$ cat config.mk
export PLATFORM = sky130hd
export DESIGN_NAME = rate_limiter_scheduler_flat
export DESIGN_NICKNAME = d
export VERILOG_FILES = /design/src/rtl/rate_limiter_pkg.sv /design/src/rtl/rate_limiter_scheduler_if.sv /design/src/rtl/rate_limiter_scheduler_step_engine.sv /design/src/rtl/rate_limiter_scheduler.sv /design/src/flat_wrapper.sv
export SDC_FILE = /design/constraint.sdc
export NUM_CORES = 1
export LEC_CHECK = 0
export CORE_UTILIZATION = 50
export CTS_CLUSTER_DIAMETER = 100
export DETAILED_ROUTE_END_ITERATION = 7
export PLACE_DENSITY_LB_ADDON = 0.25
export SLEW_MARGIN = 20
export SYNTH_ARGS = -nofsm -noshare
export SYNTH_HDL_FRONTEND = slang
export SYNTH_HIERARCHICAL = 1
export SYNTH_SLANG_ARGS = --single-unit
export TNS_END_PERCENT = 5
$ cat constraint.sdc
create_clock -name clk -period 13.75 [get_ports clk]
set_clock_uncertainty 0.15 [all_clocks]
set_input_delay 1.375 -clock clk [delete_from_list [all_inputs] [get_ports clk]]
set_output_delay 1.375 -clock clk [all_outputs]
set_load 0.005 [all_outputs]
$ cat src/rtl/rate_limiter_pkg.sv
`default_nettype none
// ============================================================================
// Module      : rate_limiter_pkg
// Description : Shared widths and the per-channel state record for the
//               rate-limited ramp scheduler.
// Revision    : 1.0 - initial release
// ============================================================================
package rate_limiter_pkg;

  localparam int NUM_CH  = 4;
  localparam int DATA_W  = 6;
  localparam int STEP_W  = 3;
  localparam int CH_ID_W = 2;

  // Everything one channel needs to ramp toward its target.
  typedef struct packed {
    logic [DATA_W-1:0] target;
    logic [STEP_W-1:0] step;
    logic [DATA_W-1:0] cur;
    logic              busy;
  } ch_state_t;

endpackage
`default_nettype wire

$ cat src/rtl/rate_limiter_scheduler_if.sv
`default_nettype none
// ============================================================================
// Module      : rate_limiter_scheduler_if
// Description : Request / status bundle of the ramp scheduler. The master
//               side issues per-channel targets, the slave side reports
//               current values, completion pulses and the active grant.
// Revision    : 1.0 - initial release
// ============================================================================
interface rate_limiter_scheduler_if;
  import rate_limiter_pkg::*;

  logic [NUM_CH-1:0]        req_valid;
  logic [NUM_CH-1:0]        req_ready;
  logic [NUM_CH*DATA_W-1:0] req_target;
  logic [NUM_CH*STEP_W-1:0] req_step;
  logic [NUM_CH*DATA_W-1:0] ch_out;
  logic [NUM_CH-1:0]        done;
  logic                     grant_valid;
  logic [CH_ID_W-1:0]       grant_id;

  modport master (
    output req_valid, req_target, req_step,
    input  req_ready, ch_out, done, grant_valid, grant_id
  );

  modport slave (
    input  req_valid, req_target, req_step,
    output req_ready, ch_out, done, grant_valid, grant_id
  );

endinterface
`default_nettype wire

$ cat src/rtl/rate_limiter_scheduler_step_engine.sv
`default_nettype none
// ============================================================================
// Module      : rl_step_engine
// Description : Combinational single-step move of a value toward its target.
//               The move is limited to the distance left, so the result can
//               never overshoot the target or wrap past either rail.
// Revision    : 1.0 - initial release
// ============================================================================
module rl_step_engine
  import rate_limiter_pkg::*;
(
  input  logic [DATA_W-1:0] cur,
  input  logic [DATA_W-1:0] target,
  input  logic [STEP_W-1:0] step,
  output logic [DATA_W-1:0] next_cur,
  output logic              at_target
);

  // One guard bit keeps the subtraction paths from aliasing near 0 and 63.
  localparam int c_CALC_W = DATA_W + 1;

  logic [c_CALC_W-1:0] w_cur;
  logic [c_CALC_W-1:0] w_tgt;
  logic [c_CALC_W-1:0] w_step;
  logic [c_CALC_W-1:0] w_dist;
  logic [c_CALC_W-1:0] w_move;
  logic [c_CALC_W-1:0] w_next;

  // Move by min(step, distance) in the direction of the target.
  always_comb begin
    w_cur  = c_CALC_W'(cur);
    w_tgt  = c_CALC_W'(target);
    w_step = c_CALC_W'(step);
    w_dist = (w_tgt >= w_cur) ? (w_tgt - w_cur) : (w_cur - w_tgt);
    w_move = (w_step < w_dist) ? w_step : w_dist;
    if (w_tgt > w_cur) begin
      w_next = w_cur + w_move;
    end else begin
      w_next = w_cur - w_move;
    end
  end

  assign next_cur  = w_next[DATA_W-1:0];
  // A zero step can never make progress, so it is retired immediately.
  assign at_target = (step == '0) || (w_next == w_tgt);

endmodule
`default_nettype wire

$ cat src/rtl/rate_limiter_scheduler.sv
`default_nettype none
// ============================================================================
// Module      : rate_limiter_scheduler
// Description : Four independent ramp channels sharing one step engine.
//               Each cycle at most one busy channel is granted, round-robin,
//               and its value moves one step toward its target.
// Revision    : 1.0 - initial release
// ============================================================================
module rate_limiter_scheduler
  import rate_limiter_pkg::*;
(
  input logic                     clk,
  input logic                     rst,
  rate_limiter_scheduler_if.slave bus
);

  ch_state_t          r_ch [NUM_CH];
  logic [CH_ID_W-1:0] r_last;
  logic [NUM_CH-1:0]  r_done;

  logic               w_grant_valid;
  logic [CH_ID_W-1:0] w_grant_id;
  logic [CH_ID_W-1:0] w_cand;
  ch_state_t          w_sel;
  logic [DATA_W-1:0]  w_next_cur;
  logic               w_at_target;
  logic [NUM_CH*DATA_W-1:0] w_ch_out;
  logic [NUM_CH-1:0]  w_ready;

  // Round-robin arbiter: search starts one past the last granted channel.
  always_comb begin
    w_grant_valid = 1'b0;
    w_grant_id    = '0;
    w_cand        = '0;
    for (int k = 1; k <= NUM_CH; k++) begin
      w_cand = r_last + CH_ID_W'(k);
      if (!w_grant_valid && r_ch[w_cand].busy) begin
        w_grant_valid = 1'b1;
        w_grant_id    = w_cand;
      end
    end
  end

  assign w_sel = r_ch[w_grant_id];

  rl_step_engine u_step_engine (
    .cur       (w_sel.cur),
    .target    (w_sel.target),
    .step      (w_sel.step),
    .next_cur  (w_next_cur),
    .at_target (w_at_target)
  );

  // Flatten channel state onto the output buses.
  always_comb begin
    w_ch_out = '0;
    w_ready  = '0;
    for (int i = 0; i < NUM_CH; i++) begin
      w_ch_out[i*DATA_W +: DATA_W] = r_ch[i].cur;
      w_ready[i]                   = ~r_ch[i].busy;
    end
  end

  // Channel state: accept idle requests, apply the granted step, pulse done.
  always_ff @(posedge clk or negedge rst) begin
    if (!rst) begin
      for (int i = 0; i < NUM_CH; i++) begin
        r_ch[i] <= '0;
      end
      r_done <= '0;
      // Last grant parked on the top channel so channel 0 wins first.
      r_last <= CH_ID_W'(NUM_CH - 1);
    end else begin
      r_done <= '0;
      for (int i = 0; i < NUM_CH; i++) begin
        if (bus.req_valid[i] && !r_ch[i].busy) begin
          r_ch[i].target <= bus.req_target[i*DATA_W +: DATA_W];
          r_ch[i].step   <= bus.req_step[i*STEP_W +: STEP_W];
          r_ch[i].busy   <= 1'b1;
        end
      end
      // A granted channel is busy, so it never collides with an accept above.
      if (w_grant_valid) begin
        r_ch[w_grant_id].cur <= w_next_cur;
        r_last               <= w_grant_id;
        if (w_at_target) begin
          r_ch[w_grant_id].busy <= 1'b0;
          r_done[w_grant_id]    <= 1'b1;
        end
      end
    end
  end

  assign bus.ch_out      = w_ch_out;
  assign bus.req_ready   = w_ready;
  assign bus.done        = r_done;
  assign bus.grant_valid = w_grant_valid;
  assign bus.grant_id    = w_grant_id;

endmodule
`default_nettype wire

$ cat src/flat_wrapper.sv
// flat-port wrapper written by rule: the top's interface ports become plain ports
module rate_limiter_scheduler_flat import rate_limiter_pkg::*;
  (clk, rst, bus_req_valid, bus_req_target, bus_req_step, bus_req_ready, bus_ch_out, bus_done, bus_grant_valid, bus_grant_id);
  rate_limiter_scheduler_if bus_i ();
  input logic clk;
  input logic rst;
  input wire logic [$bits(bus_i.req_valid)-1:0] bus_req_valid;
  input wire logic [$bits(bus_i.req_target)-1:0] bus_req_target;
  input wire logic [$bits(bus_i.req_step)-1:0] bus_req_step;
  output wire logic [$bits(bus_i.req_ready)-1:0] bus_req_ready;
  output wire logic [$bits(bus_i.ch_out)-1:0] bus_ch_out;
  output wire logic [$bits(bus_i.done)-1:0] bus_done;
  output wire logic [$bits(bus_i.grant_valid)-1:0] bus_grant_valid;
  output wire logic [$bits(bus_i.grant_id)-1:0] bus_grant_id;
  assign bus_i.req_valid = bus_req_valid;
  assign bus_i.req_target = bus_req_target;
  assign bus_i.req_step = bus_req_step;
  assign bus_req_ready = bus_i.req_ready;
  assign bus_ch_out = bus_i.ch_out;
  assign bus_done = bus_i.done;
  assign bus_grant_valid = bus_i.grant_valid;
  assign bus_grant_id = bus_i.grant_id;
  rate_limiter_scheduler u_core (.clk(clk), .rst(rst), .bus(bus_i));
endmodule
==> results.yml, run 1 <==
status:
  outcome: "complete, no violations"
yosys:
  synth-seq-cells: 70
  synth_edf_count: 0
  ys_top_cells_by_area: "dfrtp_1 38%, mux2_2 15%, ha_1 5.9%"
  synth_cells: 373
  netlist-cell-type-count: 64
  synth-async-reset-ratio_pct: 100
  mean_syn_cell_area_sq_um: 12.0
  yosys_warnings: 6
  syn_nets: 439
  synth.cell_area_sq_um: 4460
  postSynth.topFlopCell: "dfrtp_1"
  synth_top_area_share_pct: 38.1
  synth.largest_area_cell: "dfrtp_1"
  ys_seq_area_share_pct: 39.3
worst_hold_path:
  hold_path_class: "reg -> reg"
  worstHoldPathCells: 1
setup_path:
  crit_path_start_kind: "register"
  cp_max_fo: 17
  worst_r2r_endpoint: "u_core/r_ch[16]"
  setup.worst_path.class: "reg -> reg"
  timing.critical_path.to_type: "register"
  worst-r2r-setup-slack_ns: 5.06
  worstRegToRegCells: 32
  critPathRequiredTime_ns: 13.82
  timing.critical_path.arrival_ns: 8.76
  slowest_delay_ns: 0.68
  crit-reg2reg-launch: "u_core/r_ch[0]"
  slowest_stage: "mux4_2"
sta:
  post-route-min-period_ns: 8.69
  timing_worst_slew_pin_value_ns: 1.04
  final-hold-violation-count: 0
  finalSetupTns_ns: 0
  finalSetupViolations: 0
  report.final.slew_viol_count: 0
  fin_crit_sh_pct: 63.2
  max_freq_mhz: 115
  rsz0062_at_grt: "false"
  maxSlewHeadroom_pct: 30.5
placement:
  hpwl_after_detailed_placement_um: 7290
  buffer_ports.inserted: 76
  gp_congestion: 0.864
route:
  finalWirelength_um: 9580
  initialDrtViolationCount: 120
  route.vias.total: 2993
  routed_via_density: 5.60
  post_route_drc: 0
  antenna_left: 0
  detail_route.wl_per_cell_um: 17.9
  detailedRoute.firstPassIterationCount: 4
global_route:
  grt_first_pass_wirelength_um: 15200
  grt_start_max_net_pins: 71
  globalRoute.totalOverflow: 0
  groute.usage.overall_pct: 22.3
  antenna_found_initial: 0
  first_global_vias: 2976
clocking:
  cts_buffers: 9
  post_cts_resize_count: 0
  cts-hold-fix-buffers: 0
  clkLatencyLatePin_ns: 0.34
  cts_clk_pin_slew_worst_paths_ns: 0.08
  ctsLongestPathBuffers: 2
  clk_root_buffer_cell: "clkbuf_8"
  cts_setup_buffers: 0
  cts_tree: "built"
  cts.htree.levels: 3
  cts_num_sinks: 70
die:
  core-area_sq_um: 8680
  top_level_ports: 77
  floorplan_die_height_um: 96.5
  initial_core_util_pct: 51.4
  floorplan.die.width_um: 96.5
  die_footprint_sq_um: 9310
  num_rows: 34
cells_and_area:
  layout_commonest_cell: "clkdlybuf4s50_1"
  final_net_count: 487
  area_growth_pct: 18.1
  most-common-layout-cells: "75 x clkdlybuf4s50_1, 68 x dfrtp_1, 61 x mux2_2, 28 x inv_1, 21 x ha_1"
  layout-drive-gt1-share_pct: 24.4
  antenna_cells_inserted: 0
job:
  timing.max_cap.violations: 0
worst max-delay path: cells and delay by family (launching register included):
kind            cells  cell delay [ns]
compound gates      9             2.18
simple gates       10             2.36
flops               1             0.53
mux                 5             1.51
xor+xnor            1             0.15
fa+ha+maj           4             1.16
buf+inv             3             0.49
stage by stage:
| step | utilization, % | cells | hold WS, ns | setup WS, ns | cell area (sq um) |
|---|---|---|---|---|---|
| finish | 60.7 | 534 | 0.354 | 5.06 | 5270 |
| CTS | 60.7 | 534 | 0.356 | 4.77 | 5270 |
| global route | 60.7 | 534 | 0.366 | 4.41 | 5270 |
| floorplan | - | 373 | 0.322 | 6.20 | 4460 |
| global placement | 58.4 | 518 | 0.332 | 5.02 | 5070 |
| detailed placement | 58.4 | 518 | 0.339 | 4.80 | 5070 |
cell usage after synthesis (3+ instances only):
library cell	instances
nor2_1	16
xnor2_1	6
dfrtp_1	68
buf_6	3
mux2_2	61
and3_1	3
nand2_1	9
o21ai_0	5
a21oi_1	14
mux4_2	8
o22a_1	3
fa_1	3
mux2i_1	6
buf_4	27
ha_1	21
mux4_1	7
clkbuf_1	5
nor2b_1	5
o21ai_1	3
xor2_1	7
a21o_1	8
inv_1	28
buf_2	5
nand3_1	3
area by class of cell:
class                           count  area [sq um]
Inverter                           30           113
Sequential cell                    70          1750
Multi-Input combinational cell    232          2300
Clock inverter                      6          61.3
Timing Repair Buffer               78           771
Clock buffer                       10           138
Fill cell                         741          3410
Tap cell                          108           135
worst max path at each step:
stage	from	to	slack [ns]	depth (start not counted)
2_1_floorplan	u_core/r_last[0]	u_core/r_ch[32]	6.20	36
3_3_place_gp	u_core/r_ch[0]	u_core/r_ch[32]	5.02	34
3_5_place_dp	u_core/r_ch[0]	u_core/r_ch[16]	4.80	32
4_1_cts	u_core/r_ch[0]	u_core/r_ch[16]	4.77	32
5_1_grt	u_core/r_ch[0]	u_core/r_ch[16]	4.41	32
6_report	u_core/r_ch[0]	u_core/r_ch[16]	5.06	32
metal layers:
layer	up-vias	wire length, um	GRT usage (%)
met5	-	0	0
met4	0	143	7.48
met3	10	412	4.54
met2	82	4580	35.0
met1	1489	4450	30.9
li1	1412	-	-
cell families after synthesis:
| kind of cell | share of synthesized area [%] |
|---|---|
| AO/OA/AOI/OAI | 10.4 |
| adder cells (fa/ha/maj) | 7.24 |
| XOR/XNOR | 2.55 |
| AND/OR/NAND/NOR | 6.34 |
| buffers and inverters | 9.25 |
| multiplexers | 24.9 |
| flip-flops | 39.3 |
Power of run 1 is not shown: default switching activity piles up to over one toggle a cycle in this logic, so the estimate is an artifact.
==> run 2, diff against run 1 <==
--- a/config.mk
+++ b/config.mk
@@ -5,7 +5,7 @@
 export SDC_FILE = /design/constraint.sdc
 export NUM_CORES = 1
 export LEC_CHECK = 0
-export CORE_UTILIZATION = 50
+export CORE_UTILIZATION = 49
 export CTS_CLUSTER_DIAMETER = 100
 export DETAILED_ROUTE_END_ITERATION = 7
 export PLACE_DENSITY_LB_ADDON = 0.25
==> constraint.sdc (replaced) <==
create_clock -name clk -period 7.25 [get_ports clk]
set_clock_uncertainty 0.15 [all_clocks]
set_input_delay 0.725 -clock clk [delete_from_list [all_inputs] [get_ports clk]]
set_output_delay 0.725 -clock clk [all_outputs]
set_load 0.005 [all_outputs]
==> run 2 against run 1 <==
  * Via count increased by 10%
  * Sequential share of layout area shrank 3.8 points
  * Non-clock buffer count up 65
  * Fmax up 21%
  * Worst hold slack improved by 0.0045 ns
  * Global-route usage increased by 1.4 points
  * First-iteration DRC count is 13% higher
  * Critical path type unchanged
  * Flip-flop and latch count unchanged
  * Critical path depth is 2 higher
  * Die area is 2.0% higher
  * Register-to-register slack got worse by 5.0 ns
  * Core utilization grew 7.1 points
==> results.yml, run 2 (synthesized netlist as in run 1, its figures left out) <==
route:
  detailedRoute.firstPassIterationCount: 4
  antenna_left: 0
  finalWirelength_um: 10700
  detail_route.wl_per_cell_um: 17.9
  initialDrtViolationCount: 135
  routed_via_density: 5.49
  route.vias.total: 3291
  post_route_drc: 0
die:
  top_level_ports: 77
  die_footprint_sq_um: 9490
  num_rows: 34
  core-area_sq_um: 8760
  floorplan_die_height_um: 97.4
  initial_core_util_pct: 50.9
  floorplan.die.width_um: 97.4
sta:
  maxSlewHeadroom_pct: 35.1
  report.final.slew_viol_count: 0
  finalSetupTns_ns: 0
  finalSetupViolations: 0
  rsz0062_at_grt: "true"
  post-route-min-period_ns: 7.20
  max_freq_mhz: 139
  fin_crit_sh_pct: 99.2
  final-hold-violation-count: 0
  timing_worst_slew_pin_value_ns: 0.972
cells_and_area:
  antenna_cells_inserted: 0
  final_util_pct: 67.8
  most-common-layout-cells: "75 x clkdlybuf4s50_1, 68 x dfrtp_1, 64 x buf_4, 61 x mux2_2, 23 x inv_1"
  layout_commonest_cell: "clkdlybuf4s50_1"
  finish.cell_count_without_fillers: 599
  area_growth_pct: 33.2
  layout-drive-gt1-share_pct: 39.9
  final_net_count: 552
setup_path:
  cp_max_fo: 6
  slowest_delay_ns: 0.56
  timing.critical_path.arrival_ns: 7.29
  cp_common_cell: "buf_4"
  timing.critical_path.from: "u_core/r_last[0]"
  crit-reg2reg-launch: "u_core/r_last[0]"
  slowest_stage: "dfstp_2"
  worst-r2r-setup-slack_ns: 0.05
  crit_path_start_kind: "register"
  setup.worst_path.class: "reg -> reg"
  worst_path_dominant_cell_family: "compound AO/OA/AOI/OAI gates"
  timing.critical_path.to_type: "register"
  critPathRequiredTime_ns: 7.35
  timing.critical_path.buf_inv: 6
global_route:
  antenna_found_initial: 0
  grt_start_max_net_pins: 71
  grt_first_pass_wirelength_um: 17500
  groute.usage.overall_pct: 23.7
  globalRoute.totalOverflow: 0
  first_global_vias: 3472
status:
  outcome: "complete, no violations"
clocking:
  clk_root_buffer_cell: "clkbuf_8"
  cts_tree: "built"
  cts.htree.levels: 3
  cts-hold-fix-buffers: 0
  cts_clk_pin_slew_worst_paths_ns: 0.08
  ctsLongestPathBuffers: 2
  clkLatencyLatePin_ns: 0.35
  cts_num_sinks: 70
  cts_buffers: 9
placement:
  gp_congestion: 0.896
  hpwl_after_detailed_placement_um: 8290
  buffer_ports.inserted: 76
  placedCellCount: 575
worst_hold_path:
  hold_path_class: "reg -> reg"
job:
  timing.max_cap.violations: 0
## run 2: cell count changes in the layout (fill, tap and decap cells not counted), moves of 4 or more
cell / previous run / this run
ha_4: 0 / 4
mux4_2: 8 / 12
buf_4: 2 / 64
inv_2: 2 / 7
inv_1: 28 / 23
ha_1: 21 / 16
mux4_1: 7 / 3
## run 2: worst paths after layout
path	to	depth (start not counted)
hold / removal	register	1
setup / recovery	u_core/r_ch[16]	34
min in group asynchronous	asynchronous set/reset pin	2
setup reg to reg	u_core/r_ch[16]	34
hold reg to reg	register	1
max in group asynchronous	asynchronous set/reset pin	2
## run 2: routing by layer
metal	wire length, um	part of all wire, %	up-vias	track usage [%]
met2	5380	50	73	38.7
met1	4800	45	1667	32.1
met4	181	1.7	0	6.79
li1	-	-	1538	-
met3	376	3.5	13	4.60
met5	0	0	-	0
## run 2: what timing repair did
action	in CTS	in global routing
buffers inserted	5	3
gates resized for setup	18	12
setup endpoints to repair	12	12
pin swaps	16	14
## run 2: stage by stage
stage	hold slack (ns)	setup WS [ns]	instance area, sq um
CTS	0.359	0.000992	5870
global route	0.369	-0.266	5940
global placement	0.332	-0.104	5560
floorplan	0.279	0.0146	4510
detailed placement	0.341	-0.271	5560
finish	0.358	0.0546	5940
## run 2: final cells by class
type | instances | area [sq um]
multi-input combinational | 232 | 2440
fill | 658 | 2820
tap | 108 | 135
timing repair buffer | 143 | 1280
clock inverter | 6 | 95.1
sequential | 70 | 1750
inverter | 30 | 113
clock buffer | 10 | 128
Power of run 2 is left out for the same reason.
==> run 3, diff against run 2 <==
--- a/config.mk
+++ b/config.mk
@@ -5,6 +5,7 @@
 export SDC_FILE = /design/constraint.sdc
 export NUM_CORES = 1
 export LEC_CHECK = 0
+export CORE_ASPECT_RATIO = 1.1
 export CORE_UTILIZATION = 49
 export CTS_CLUSTER_DIAMETER = 100
 export DETAILED_ROUTE_END_ITERATION = 7
==> run 3 against run 2 <==
  * The flow now finishes with violations (negative setup slack)
  * Final cell count rose by 5.0%
  * Routed wire length rose by 7.3%
  * Global-route usage rose by 2.2 points
  * Count of clock-buffer cells in the layout fell by 1
  * Critical endpoint is now u_core/r_ch[32]
==> results.yml, run 3 (synthesized netlist as in run 1, its figures left out) <==
die:
  core-area_sq_um: 8830
  die_footprint_sq_um: 9490
  num_rows: 36
  floorplan_die_height_um: 102
  top_level_ports: 77
  floorplan.die.width_um: 93.0
  initial_core_util_pct: 50.5
status:
  outcome: "complete, but fails checks"
  violations: "negative setup slack"
global_route:
  grt_start_max_net_pins: 71
  groute.usage.overall_pct: 25.9
  globalRoute.totalOverflow: 0
  first_global_vias: 3677
  antenna_found_initial: 0
  grt_first_pass_wirelength_um: 18300
route:
  routed_via_density: 5.35
  detail_route.wl_per_cell_um: 18.3
  post_route_drc: 0
  finalWirelength_um: 11500
  antenna_left: 0
  route.vias.total: 3366
  initialDrtViolationCount: 144
  detailedRoute.firstPassIterationCount: 5
cells_and_area:
  finish.cell_count_without_fillers: 629
  final_util_pct: 69.0
  final_net_count: 576
  most-common-layout-cells: "86 x buf_4, 75 x clkdlybuf4s50_1, 68 x dfrtp_1, 61 x mux2_2, 21 x inv_1"
  layout_commonest_cell: "buf_4"
  layout-drive-gt1-share_pct: 43.9
  antenna_cells_inserted: 0
  fin_area_sq_um: 6090
  area_growth_pct: 36.5
setup_path:
  timing.critical_path.to_type: "register"
  timing.critical_path.from: "u_core/r_ch[0]"
  worstRegToRegCells: 44
  crit-reg2reg-launch: "u_core/r_ch[0]"
  timing.critical_path.buf_inv: 27
  crit_path_start_kind: "register"
  worst_path_dominant_cell_family: "buffers and inverters"
  crit_cells: 44
  setup.worst_path.class: "reg -> reg"
  cp_common_cell: "buf_4"
  timing.critical_path.arrival_ns: 7.57
  cp_max_fo: 6
  slowest_delay_ns: 0.56
  slowest_stage: "mux4_2"
  critPathRequiredTime_ns: 7.34
job:
  timing.max_cap.violations: 0
placement:
  post_dp_cell_area_sq_um: 5540
  buffer_ports.inserted: 76
  hpwl_after_detailed_placement_um: 8250
  gp_congestion: 0.870
  placedCellCount: 578
clocking:
  cts-hold-fix-buffers: 0
  clkLatencyLatePin_ns: 0.35
  cts_num_sinks: 70
  ctsLongestPathBuffers: 2
  cts.htree.levels: 3
  cts_clk_pin_slew_worst_paths_ns: 0.08
  cts_tree: "built"
  cts_buffers: 9
  clk_root_buffer_cell: "clkbuf_8"
sta:
  finalSetupViolations: 8
  post-route-min-period_ns: 7.48
  pnr_worst_setup_slack_ns: -0.226
  maxSlewHeadroom_pct: 28.0
  fin_crit_sh_pct: 103
  final-hold-violation-count: 0
  max_freq_mhz: 134
  timing_worst_slew_pin_value_ns: 1.08
  report.final.slew_viol_count: 0
  rsz0062_at_grt: "true"
worst_hold_path:
  worstHoldPathCells: 1
  hold_path_class: "reg -> reg"
-- run 3: changes by cell type in the layout (fill, tap and decap cells not counted), moves of 2 or more --
cell	previous run	this run
clkinv_4	3	1
inv_2	7	9
buf_4	64	86
buf_6	2	4
inv_1	23	21
inv_6	1	4
-- run 3: what timing repair did --
item	CTS	global route
pin swaps	27	6
setup buffers	35	1
endpoints found under the setup margin	12	12
gates resized for setup	33	2
cloned	1	0
hold endpoints to repair	0	0
-- run 3: worst paths after layout --
| path | end | slack, ns |
|---|---|---|
| worst max register to register | u_core/r_ch[32] | -0.23 |
| worst min-delay path | register | 0.36 |
| worst max-delay path | u_core/r_ch[32] | -0.23 |
| worst min register to register | register | 0.36 |
| max in group asynchronous | asynchronous set/reset pin | 5.94 |
| min in group asynchronous | asynchronous set/reset pin | 0.41 |
-- run 3: metrics by stage --
stage	setup TNS, ns	setup slack (ns)	hold WS (ns)
3_3_place_gp	-0.984	-0.148	0.334
2_1_floorplan	0	0.0146	0.279
5_1_grt	-3.46	-0.404	0.368
4_1_cts	0	0.00225	0.360
3_5_place_dp	-1.85	-0.268	0.342
6_report	-1.55	-0.226	0.357
-- run 3: metal layers --
layer	track usage (%)	routed length, um	part of all wire (%)
met5	0	0	0
met4	13.5	401	3.5
met3	4.61	342	3.0
met2	43.0	5710	50
met1	32.5	5060	44
-- run 3: layout make-up --
class                   instances  area (sq um)
clock buffers                   9           124
multi-input cells             232          2410
inverters                      30           113
clock inverters                 7          78.8
fillers                       674          2740
repair buffers                167          1470
flip-flops and latches         70          1750
well taps                     114           143
Power of run 3 is left out for the same reason.
